`config.mk`:
```
export PLATFORM = sky130hd
export DESIGN_NAME = bram_arbiter
export DESIGN_NICKNAME = d
export VERILOG_FILES = /design/src/rtl/bram_arb_pkg.sv /design/src/rtl/arb_starve_ctr.sv /design/src/rtl/bram_arbiter.sv
export SDC_FILE = /design/constraint.sdc
export NUM_CORES = 1
export LEC_CHECK = 0
export ABC_AREA = 1
export CAP_MARGIN = 20
export CORE_ASPECT_RATIO = 0.9
export CORE_MARGIN = 5
export CORE_UTILIZATION = 42
export DETAILED_ROUTE_END_ITERATION = 12
export PLACE_DENSITY = 0.82
export SYNTH_ARGS = -nofsm -noshare
export SYNTH_HDL_FRONTEND = slang
export SYNTH_HIERARCHICAL = 1
export SYNTH_SLANG_ARGS = --single-unit
```
`constraint.sdc`:
```
create_clock -name clk -period 2.3 [get_ports clk]
set_clock_uncertainty 0.1 [all_clocks]
set_input_delay 0.46 -clock clk [delete_from_list [all_inputs] [get_ports clk]]
set_output_delay 0.46 -clock clk [all_outputs]
set_load 0.05 [all_outputs]
```
`src/rtl/bram_arb_pkg.sv`:
```
// Shared types and helpers for the unified instruction/data BRAM arbiter.
// Holds the FSM state encoding, the grant encoding and the arbitration rule.
package bram_arb_pkg;

    typedef enum logic [1:0] {
        IDLE   = 2'd0,
        ACCESS = 2'd1,
        WAIT   = 2'd2,
        RESP   = 2'd3
    } arb_state_t;

    typedef enum logic {
        GNT_I = 1'b0,
        GNT_D = 1'b1
    } arb_gnt_t;

    // Wide enough to hold the largest supported read latency (4).
    localparam int LAT_W = 3;

    // Data wins by default; a starved fetch port overrides it.
    function automatic arb_gnt_t pick_winner(logic i_req, logic d_req, logic starved);
        if (i_req && (!d_req || starved)) begin
            return GNT_I;
        end
        return GNT_D;
    endfunction

endpackage

```
`src/rtl/arb_starve_ctr.sv`:
```
// Saturating count of consecutive arbitrations the fetch port has lost.
// at_max tells the arbiter to hand the next contested grant to fetch.
module arb_starve_ctr #(
    parameter  int MAX = 4,
    localparam int W   = $clog2(MAX + 1)
) (
    input  logic clk,
    input  logic rst,
    input  logic inc,
    input  logic clr,
    output logic at_max
);

    logic [W-1:0] cnt;

    assign at_max = (cnt == W'(MAX));

    // NOTE: sequential state is written with non-blocking assignments only, so every
    // flop samples the pre-edge value of every other flop regardless of block order.
    always_ff @(posedge clk or negedge rst) begin
        if (!rst) begin
            cnt <= '0;
        end else if (clr) begin
            cnt <= '0;
        end else if (inc && !at_max) begin
            cnt <= cnt + W'(1);
        end
    end

endmodule

```
`src/rtl/bram_arbiter.sv`:
```
// Serialises fetch and data accesses onto one single-port block RAM with a
// one-outstanding-transaction FSM; all RAM-side and ready outputs are registered.
module bram_arbiter
    import bram_arb_pkg::*;
#(
    parameter int AW         = 32,
    parameter int DW         = 32,
    parameter int RD_LAT     = 1,
    parameter int STARVE_MAX = 4
) (
    input  logic          clk,
    input  logic          rst,
    input  logic          i_req,
    input  logic [AW-1:0] i_addr,
    output logic [DW-1:0] i_rdata,
    output logic          i_ready,
    input  logic          d_req,
    input  logic [3:0]    d_we,
    input  logic [AW-1:0] d_addr,
    input  logic [DW-1:0] d_wdata,
    output logic [DW-1:0] d_rdata,
    output logic          d_ready,
    output logic          mem_en,
    output logic [3:0]    mem_we,
    output logic [AW-1:0] mem_addr,
    output logic [DW-1:0] mem_wdata,
    input  logic [DW-1:0] mem_rdata,
    output logic          busy
);

    localparam logic [LAT_W-1:0] LAT_INIT = LAT_W'(RD_LAT);

    arb_state_t       state;
    arb_gnt_t         gnt;
    arb_gnt_t         winner;
    logic [LAT_W-1:0] lat_cnt;
    logic             starved;
    logic             starve_inc;
    logic             starve_clr;

    assign busy = (state != IDLE);

    // NOTE: every signal written here gets a default before any condition, so no path
    // leaves it unassigned and no latch is inferred.
    always_comb begin
        winner     = pick_winner(i_req, d_req, starved);
        starve_inc = 1'b0;
        starve_clr = 1'b0;
        if (state == IDLE) begin
            if (i_req && (winner == GNT_D)) begin
                starve_inc = 1'b1;
            end else begin
                starve_clr = 1'b1;
            end
        end
    end

    arb_starve_ctr #(
        .MAX (STARVE_MAX)
    ) u_starve_ctr (
        .clk    (clk),
        .rst    (rst),
        .inc    (starve_inc),
        .clr    (starve_clr),
        .at_max (starved)
    );

    always_ff @(posedge clk or negedge rst) begin
        if (!rst) begin
            state     <= IDLE;
            gnt       <= GNT_I;
            lat_cnt   <= '0;
            mem_en    <= 1'b0;
            mem_we    <= '0;
            mem_addr  <= '0;
            mem_wdata <= '0;
            i_rdata   <= '0;
            d_rdata   <= '0;
            i_ready   <= 1'b0;
            d_ready   <= 1'b0;
        end else begin
            // Strobes are single-cycle; only the branch entering their state re-raises them.
            mem_en  <= 1'b0;
            mem_we  <= '0;
            i_ready <= 1'b0;
            d_ready <= 1'b0;

            case (state)
                IDLE: begin
                    if (i_req || d_req) begin
                        gnt    <= winner;
                        mem_en <= 1'b1;
                        state  <= ACCESS;
                        if (winner == GNT_D) begin
                            mem_addr  <= d_addr;
                            mem_we    <= d_we;
                            mem_wdata <= d_wdata;
                        end else begin
                            mem_addr  <= i_addr;
                        end
                    end
                end

                ACCESS: begin
                    if (mem_we == 4'b0000) begin
                        lat_cnt <= LAT_INIT;
                        state   <= WAIT;
                    end else begin
                        i_ready <= (gnt == GNT_I);
                        d_ready <= (gnt == GNT_D);
                        state   <= RESP;
                    end
                end

                WAIT: begin
                    lat_cnt <= lat_cnt - LAT_W'(1);
                    if (lat_cnt == LAT_W'(1)) begin
                        if (gnt == GNT_I) begin
                            i_rdata <= mem_rdata;
                            i_ready <= 1'b1;
                        end else begin
                            d_rdata <= mem_rdata;
                            d_ready <= 1'b1;
                        end
                        state <= RESP;
                    end
                end

                RESP: begin
                    state <= IDLE;
                end

                default: begin
                    state <= IDLE;
                end
            endcase
        end
    end

endmodule

```
# Word-level counts from Yosys, hierarchy flattened
# Index checks and enable logic that the tools add are counted.
totals:
  regBits: 144
  inputBits: 136
  out_inout_bits: 136
  word_cells: 70
classes:
  addsub: 2
  eq_ne: 8
  muxes: 29
  n_bitwise: 1
  n_reduce_logical: 18
op_table:
  columns: ["operator", "count"]
  rows:
  - ["32-bit 2-to-1 mux", 1]
  - ["1-bit 2-to-1 mux", 16]
  - ["4-bit 2-to-1 mux", 3]
  - ["3-bit 2-to-1 mux", 3]
  - ["3-bit AND reduction", 3]
  - ["2-bit one-hot mux with 4 select lines", 1]
  - ["3-bit one-hot mux with 2 select lines", 1]
  - ["2-bit AND reduction", 3]
  - ["2-bit nonzero test", 3]
  - ["2-bit equality test (second input constant)", 2]
  - ["4-bit zero test", 1]
  - ["2-bit 2-to-1 mux", 2]
  - ["2-bit inequality test (second input constant)", 2]
  - ["1-bit one-hot mux with 2 select lines", 2]
  - ["3-bit by 1-bit adder with 3-bit output (second input constant)", 1]
  - ["3-bit by 1-bit equality test with 1-bit output (second input constant)", 1]
  - ["3-bit equality test (second input constant)", 1]
  - ["1-bit logical AND", 3]
  - ["3-bit by 1-bit subtractor with 3-bit output (second input constant)", 1]
  - ["2-bit by 1-bit equality test with 1-bit output (second input constant)", 1]
  - ["1-bit zero test", 2]
  - ["2-bit zero test", 1]
  - ["1-bit logical OR", 2]
  - ["2-bit by 1-bit inequality test with 1-bit output (second input constant)", 1]
  - ["1-bit inverter", 1]

# Logic depth before layout (Yosys ltp)
depth:
  depth_word: 11
  depth_mapped: 12
  mapped_depth_nobuf: 12

# Modules after synthesis
# Netlist, hierarchy kept.
by_module_without_submodules:
  columns: ["module", "n_inst", "cells_each", "area_per_inst_um2", "seq_area_each_um2"]
  rows:
  - ["bram_arbiter", 1, 695, 5949.5, 3528.4]
  - ["arb_starve_ctr", 1, 25, 185.2, 75.1]

# Worst setup path after synthesis
# No wires, ideal clock.
synth_timing:
  path_kind: "register to register"
  from: "reg u_starve_ctr.cnt[0]"
  to: "reg mem_addr[13]"
  setup_ns: 0.122
  t_arrival_ns: 1.387
  t_required_ns: 2.078
  slack_ns: 0.690
  stages_incl_launch_ff: 12
  n_path_buf: 2
  synth_period_minus_slack_ns: 1.610
  cell_sequence: "dfrtp_1 inv_1 ha_1 nand2_2 inv_1 inv_1 nand2_1 nand2_2 buf_4 buf_4 nor2_1 o21ai_1"
synth_via:
  elab_chain_len: 6
synth_lines:
  columns: ["element", "line", "text"]
  rows:
  - ["start, declared", "arb_starve_ctr.sv:14", "logic [W-1:0] cnt;"]
  - ["start signal, assigned", "arb_starve_ctr.sv:26", "cnt <= cnt + W'(1);"]
  - ["3-bit equality test", "arb_starve_ctr.sv:16", "assign at_max = (cnt == W'(MAX));"]
  - ["net starved", "bram_arbiter.sv:37", "logic starved;"]
  - ["1-bit logical OR", "bram_arb_pkg.sv:22", "if (i_req && (!d_req || starved)) begin"]
  - ["1-bit logical AND", "bram_arb_pkg.sv:22", null]
  - ["1-bit 2-to-1 mux", "bram_arb_pkg.sv:22", null]
  - ["1-bit 2-to-1 mux", "bram_arb_pkg.sv:25", "return GNT_D;"]
  - ["32-bit 2-to-1 mux", "bram_arbiter.sv:94", "if (winner == GNT_D) begin"]
  - ["end signal, assigned", "bram_arbiter.sv:95", "mem_addr <= d_addr;"]
  - ["end signal, assigned", "bram_arbiter.sv:99", "mem_addr <= i_addr;"]
  - ["end, declared", "bram_arbiter.sv:25", "output logic [AW-1:0] mem_addr,"]
# The timed path passes the listed nets, and every way through them passes these cells.
# A chain may end at the register's enable or synchronous reset.

# Final worst setup path
layout_timing:
  from: "reg mem_addr[9]"
  to: "out mem_addr[9]"
# No word-level cell between the ends.

==> flow_results.org <==
** Status
- Outcome :: completed

** Routing
- Total vias in the final route :: 5585
- In the routed design, unresolved DRC markers number 0.
- For this run, the detailed router's first-pass iteration total came to 5.
- Summed over all layers, the routed wires come to 18300 microns.
- The detail route stage leaves a number of antenna-violating nets equal to 0.
- Dividing the detail-routed wire length by the instance count gives 15.3 microns.
- Via density per instance :: 4.69
- Initial drt markers :: 306

** Synthesis
- Fraction of the mapped netlist area in simple logic gates :: 0.226
- Synthesized-area fraction occupied by adder cells :: 0.0143
- Top cells by area, synth :: sky130_fd_sc_hd__dfrtp_1, sky130_fd_sc_hd__nand2_1, sky130_fd_sc_hd__o21ai_0, sky130_fd_sc_hd__inv_1, sky130_fd_sc_hd__nand3_1
- XOR/XNOR share of the synthesized area :: 0.00143
- Flip-flop and latch count after synthesis :: 144
- Synthesis produced a netlist with a net count of 863.
- Largest area contributor in the netlist :: sky130_fd_sc_hd__dfrtp_1
- Combined area of all synthesized cells :: 6130 sq um
- Synthesized instance count :: 720
- The post-synthesis compound-gate area fraction was 0.0824.
- Sequential element share of the synthesized area :: 0.587
- Number of distinct library cell variants in the gate-level netlist after synthesis :: 20
- Multiplexer share of the synthesized area :: 0
- Average cell area after synthesis :: 8.52 sq um
- Yosys warnings :: 6
- Of the post-synthesis cell area, the dominant cell type holds 0.587.
- Main combinational cell family by area after synthesis :: simple AND/OR/NAND/NOR gates

** Clock tree
- The longest clock path from root to sink contains 2 buffers.
- Root Buffer :: sky130_fd_sc_hd__clkbuf_16
- Num CTS Buffers :: 17
- Clock slew at reported path FFs :: 0.06 ns
- Clock latency on the worst-skew pair, taken at its later pin, is 0.41 ns.
- The clock drives 144 sinks.
- TritonCTS built the clock tree.
- Level count of the clock H-tree :: 4

** STA
- Total count of max-transition violations in the final report :: 0
- Of the available clock period, the critical path in the final layout requires 0.952.
- Unrepaired setup endpoints after global routing :: false
- In this run the tightest slew margin relative to its limit is 0.574.
- Timing would allow up to 457 MHz.
- Final setup violating endpoints :: 0
- For the finished layout, the period the worst path requires is 2.19 ns.
- At the pin with the least slew margin, the transition time is 0.639 ns.
- The count of final hold-check violations is 0.
- Adding up every negative setup slack in the final design gives 0 ns.
- Worst-case setup margin in the final layout :: 0.111 ns

** Global routing
- Entering global routing, the biggest net connects 67 pins.
- Summed over all layers, the global routing overflow is 0.
- The via count of the first global-routing pass is 5621.
- Overall Global Routing Usage :: 0.215
- The initial antenna violation count was 0.
- Global-route wire length before repair :: 28900 microns

** Pwr
- Share of total power in combinational logic :: 0.557
- Reg power frac :: 0.269
- Leakage power :: 4.75 nW
- Cell internal power was estimated by the tool at 8.52 mW.
- Overall power consumption after layout is estimated at 16.5 mW.
- Power spent charging and discharging nets :: 7.99 mW
- Largest voltage drop on the vdd net :: 1.01 mV
- Power density relative to cell area :: 1710 nW/um^2
- Of the total power, the share spent switching nets is 0.484.
- Share of total power in the clock network :: 0.174

** Worst setup path
- For this design, the slowest cell found on the critical path is sky130_fd_sc_hd__clkdlybuf4s50_1.
- Element type at the critical path end :: primary output
- Together, buffers and inverters on the worst path number 1.
- Crit path arrival time :: 1.63 ns
- Worst path top cell family by delay :: buffers and inverters
- In this design, the stage delay of the slowest critical-path cell is 0.86 ns.
- Maximum fanout count along the critical path :: 2
- At the worst endpoint, the required time is 1.74 ns.
- The worst setup path is launched from a flip-flop.
- The signal on the critical path passes through clkdlybuf4s50_1.
- Crit Path Class :: reg2out

** Layout
- Sequential standard cell area :: 3600 sq um
- In the layout the commonest cells are sky130_fd_sc_hd__clkdlybuf4s50_1, sky130_fd_sc_hd__nand2_1, sky130_fd_sc_hd__dfrtp_1.
- Fill cells in the final layout number 1139.
- In the final layout, the multi-input gates occupy 1990 sq um.
- Relative to the synthesized area, the layout overhead comes to 57.5%.
- Final core area utilization :: 0.682
- Final standard cell count with taps included and fillers excluded :: 1191
- Layout cell share with drive strength beyond 1 :: 0.0511
- Number of antenna diodes :: 0
- The library cell used most frequently in the layout, excluding fill and tap cells, is sky130_fd_sc_hd__clkdlybuf4s50_1.
- Layout net count :: 1128

** Floorplanning
- The floorplan step defined a die boundary enclosing 17100 sq um.
- For this configuration, the core starts out at a cell density of 0.433.
- The total area inside the core boundary comes to 14200 sq um.
- Row Count :: 41
- The die is 137 microns wide.
- Top-level I/O count :: 272
- The die is 125 microns tall.

** Placement
- DPL Wire Length :: 13300 microns
- The congestion estimate from routability-driven global placement came to 0.820.
- Timing analysis after detailed placement gives a worst setup slack of 0.240 ns.
- Number of buffers added on ports :: 271
- Placed Instances :: 1158

** Min path
- Type of the worst min-delay path :: reg2reg

** Flow run
- Max-cap check violation count :: 0
per-stage QoR:
stage                     cell area, sq um  hold WS (ns)
after CTS                             9660         0.376
after floorplan                       6130        0.0644
final                                 9660         0.368
after global placement                9020         0.327
after global routing                  9660         0.395
after detailed placement              9020         0.330
worst register-to-register path, cell delays in order, from the launching register on:
cell and delay, ns:
sky130_fd_sc_hd__dfrtp_1 0.42, sky130_fd_sc_hd__inv_1 0.11, sky130_fd_sc_hd__ha_1 0.39, sky130_fd_sc_hd__nand3_4 0.56
sky130_fd_sc_hd__o21ai_0 0.44
per-layer routing:
layer | GRT usage | wire length, microns | share of wire
met1 | 0.245 | 6960 | 0.38
met3 | 0.0707 | 1410 | 0.077
met5 | 0 | 0 | 0
met4 | 0.0734 | 399 | 0.022
met2 | 0.373 | 9480 | 0.52
synthesized netlist by cell type (all sizes together):
| library cell | number |
|---|---|
| nor2 | 48 |
| ha | 7 |
| xor2 | 1 |
| buf | 31 |
| dfrtp | 144 |
| nand4 | 2 |
| nor3 | 1 |
| nand2 | 252 |
| nand3 | 40 |
| inv | 88 |
| clkbuf | 5 |
| o21ai | 101 |
state kept, by name, summed over array words and instances (netlist names), 2 cells and up:
name,flops
mem_addr,32
d_rdata,32
lat_cnt,3
u_starve_ctr/cnt,3
i_rdata,32
mem_we,4
state,2
mem_wdata,32
power groups by stage:
stage	Combinational (mW)	Clock, mW	Sequential [mW]
2_1_floorplan	2.00	0	8.36
3_3_place_gp	9.10	0	4.40
3_5_place_dp	9.25	0	4.44
4_1_cts	9.30	2.93	4.43
5_1_grt	9.76	3.03	4.58
6_report	9.20	2.88	4.43
area by class of cell:
type	count	share of cell area
well taps	193	0.0250
flip-flops and latches	144	0.373
multi-input cells	452	0.206
repair buffers	282	0.297
clock buffers	23	0.0516
clock inverters	9	0.0133
inverters	88	0.0342
path summary, 6_finish.rpt:
kind                            slack, ns  cells after the start       endpoint           from
max in group asynchronous            0.93                      3   mem_wdata[0]            rst
min in group asynchronous            0.45                      2   mem_addr[13]            rst
worst min register to register       0.37                      2  mem_wdata[30]  mem_wdata[30]
worst min-delay path                 0.37                      2  mem_wdata[30]  mem_wdata[30]
worst max-delay path                 0.11                      1    mem_addr[9]    mem_addr[9]
worst max register to register       0.19                      4    i_rdata[22]       state[0]
timing repair:
action,4_1_cts,5_1_grt
endpoints found under the hold margin,44,0
endpoints found under the setup margin,0,1
gates resized for setup,0,1
hold buffers,1,0
buffers inserted,0,0
kinds of logic after synthesis:
family | count (synthesis)
AO/OA/AOI/OAI | 101
XOR/XNOR | 1
adder cells (fa/ha/maj) | 7
buffers and inverters | 124
flip-flops | 144
AND/OR/NAND/NOR | 343
Note: power is estimated with default switching activity, not from simulation.
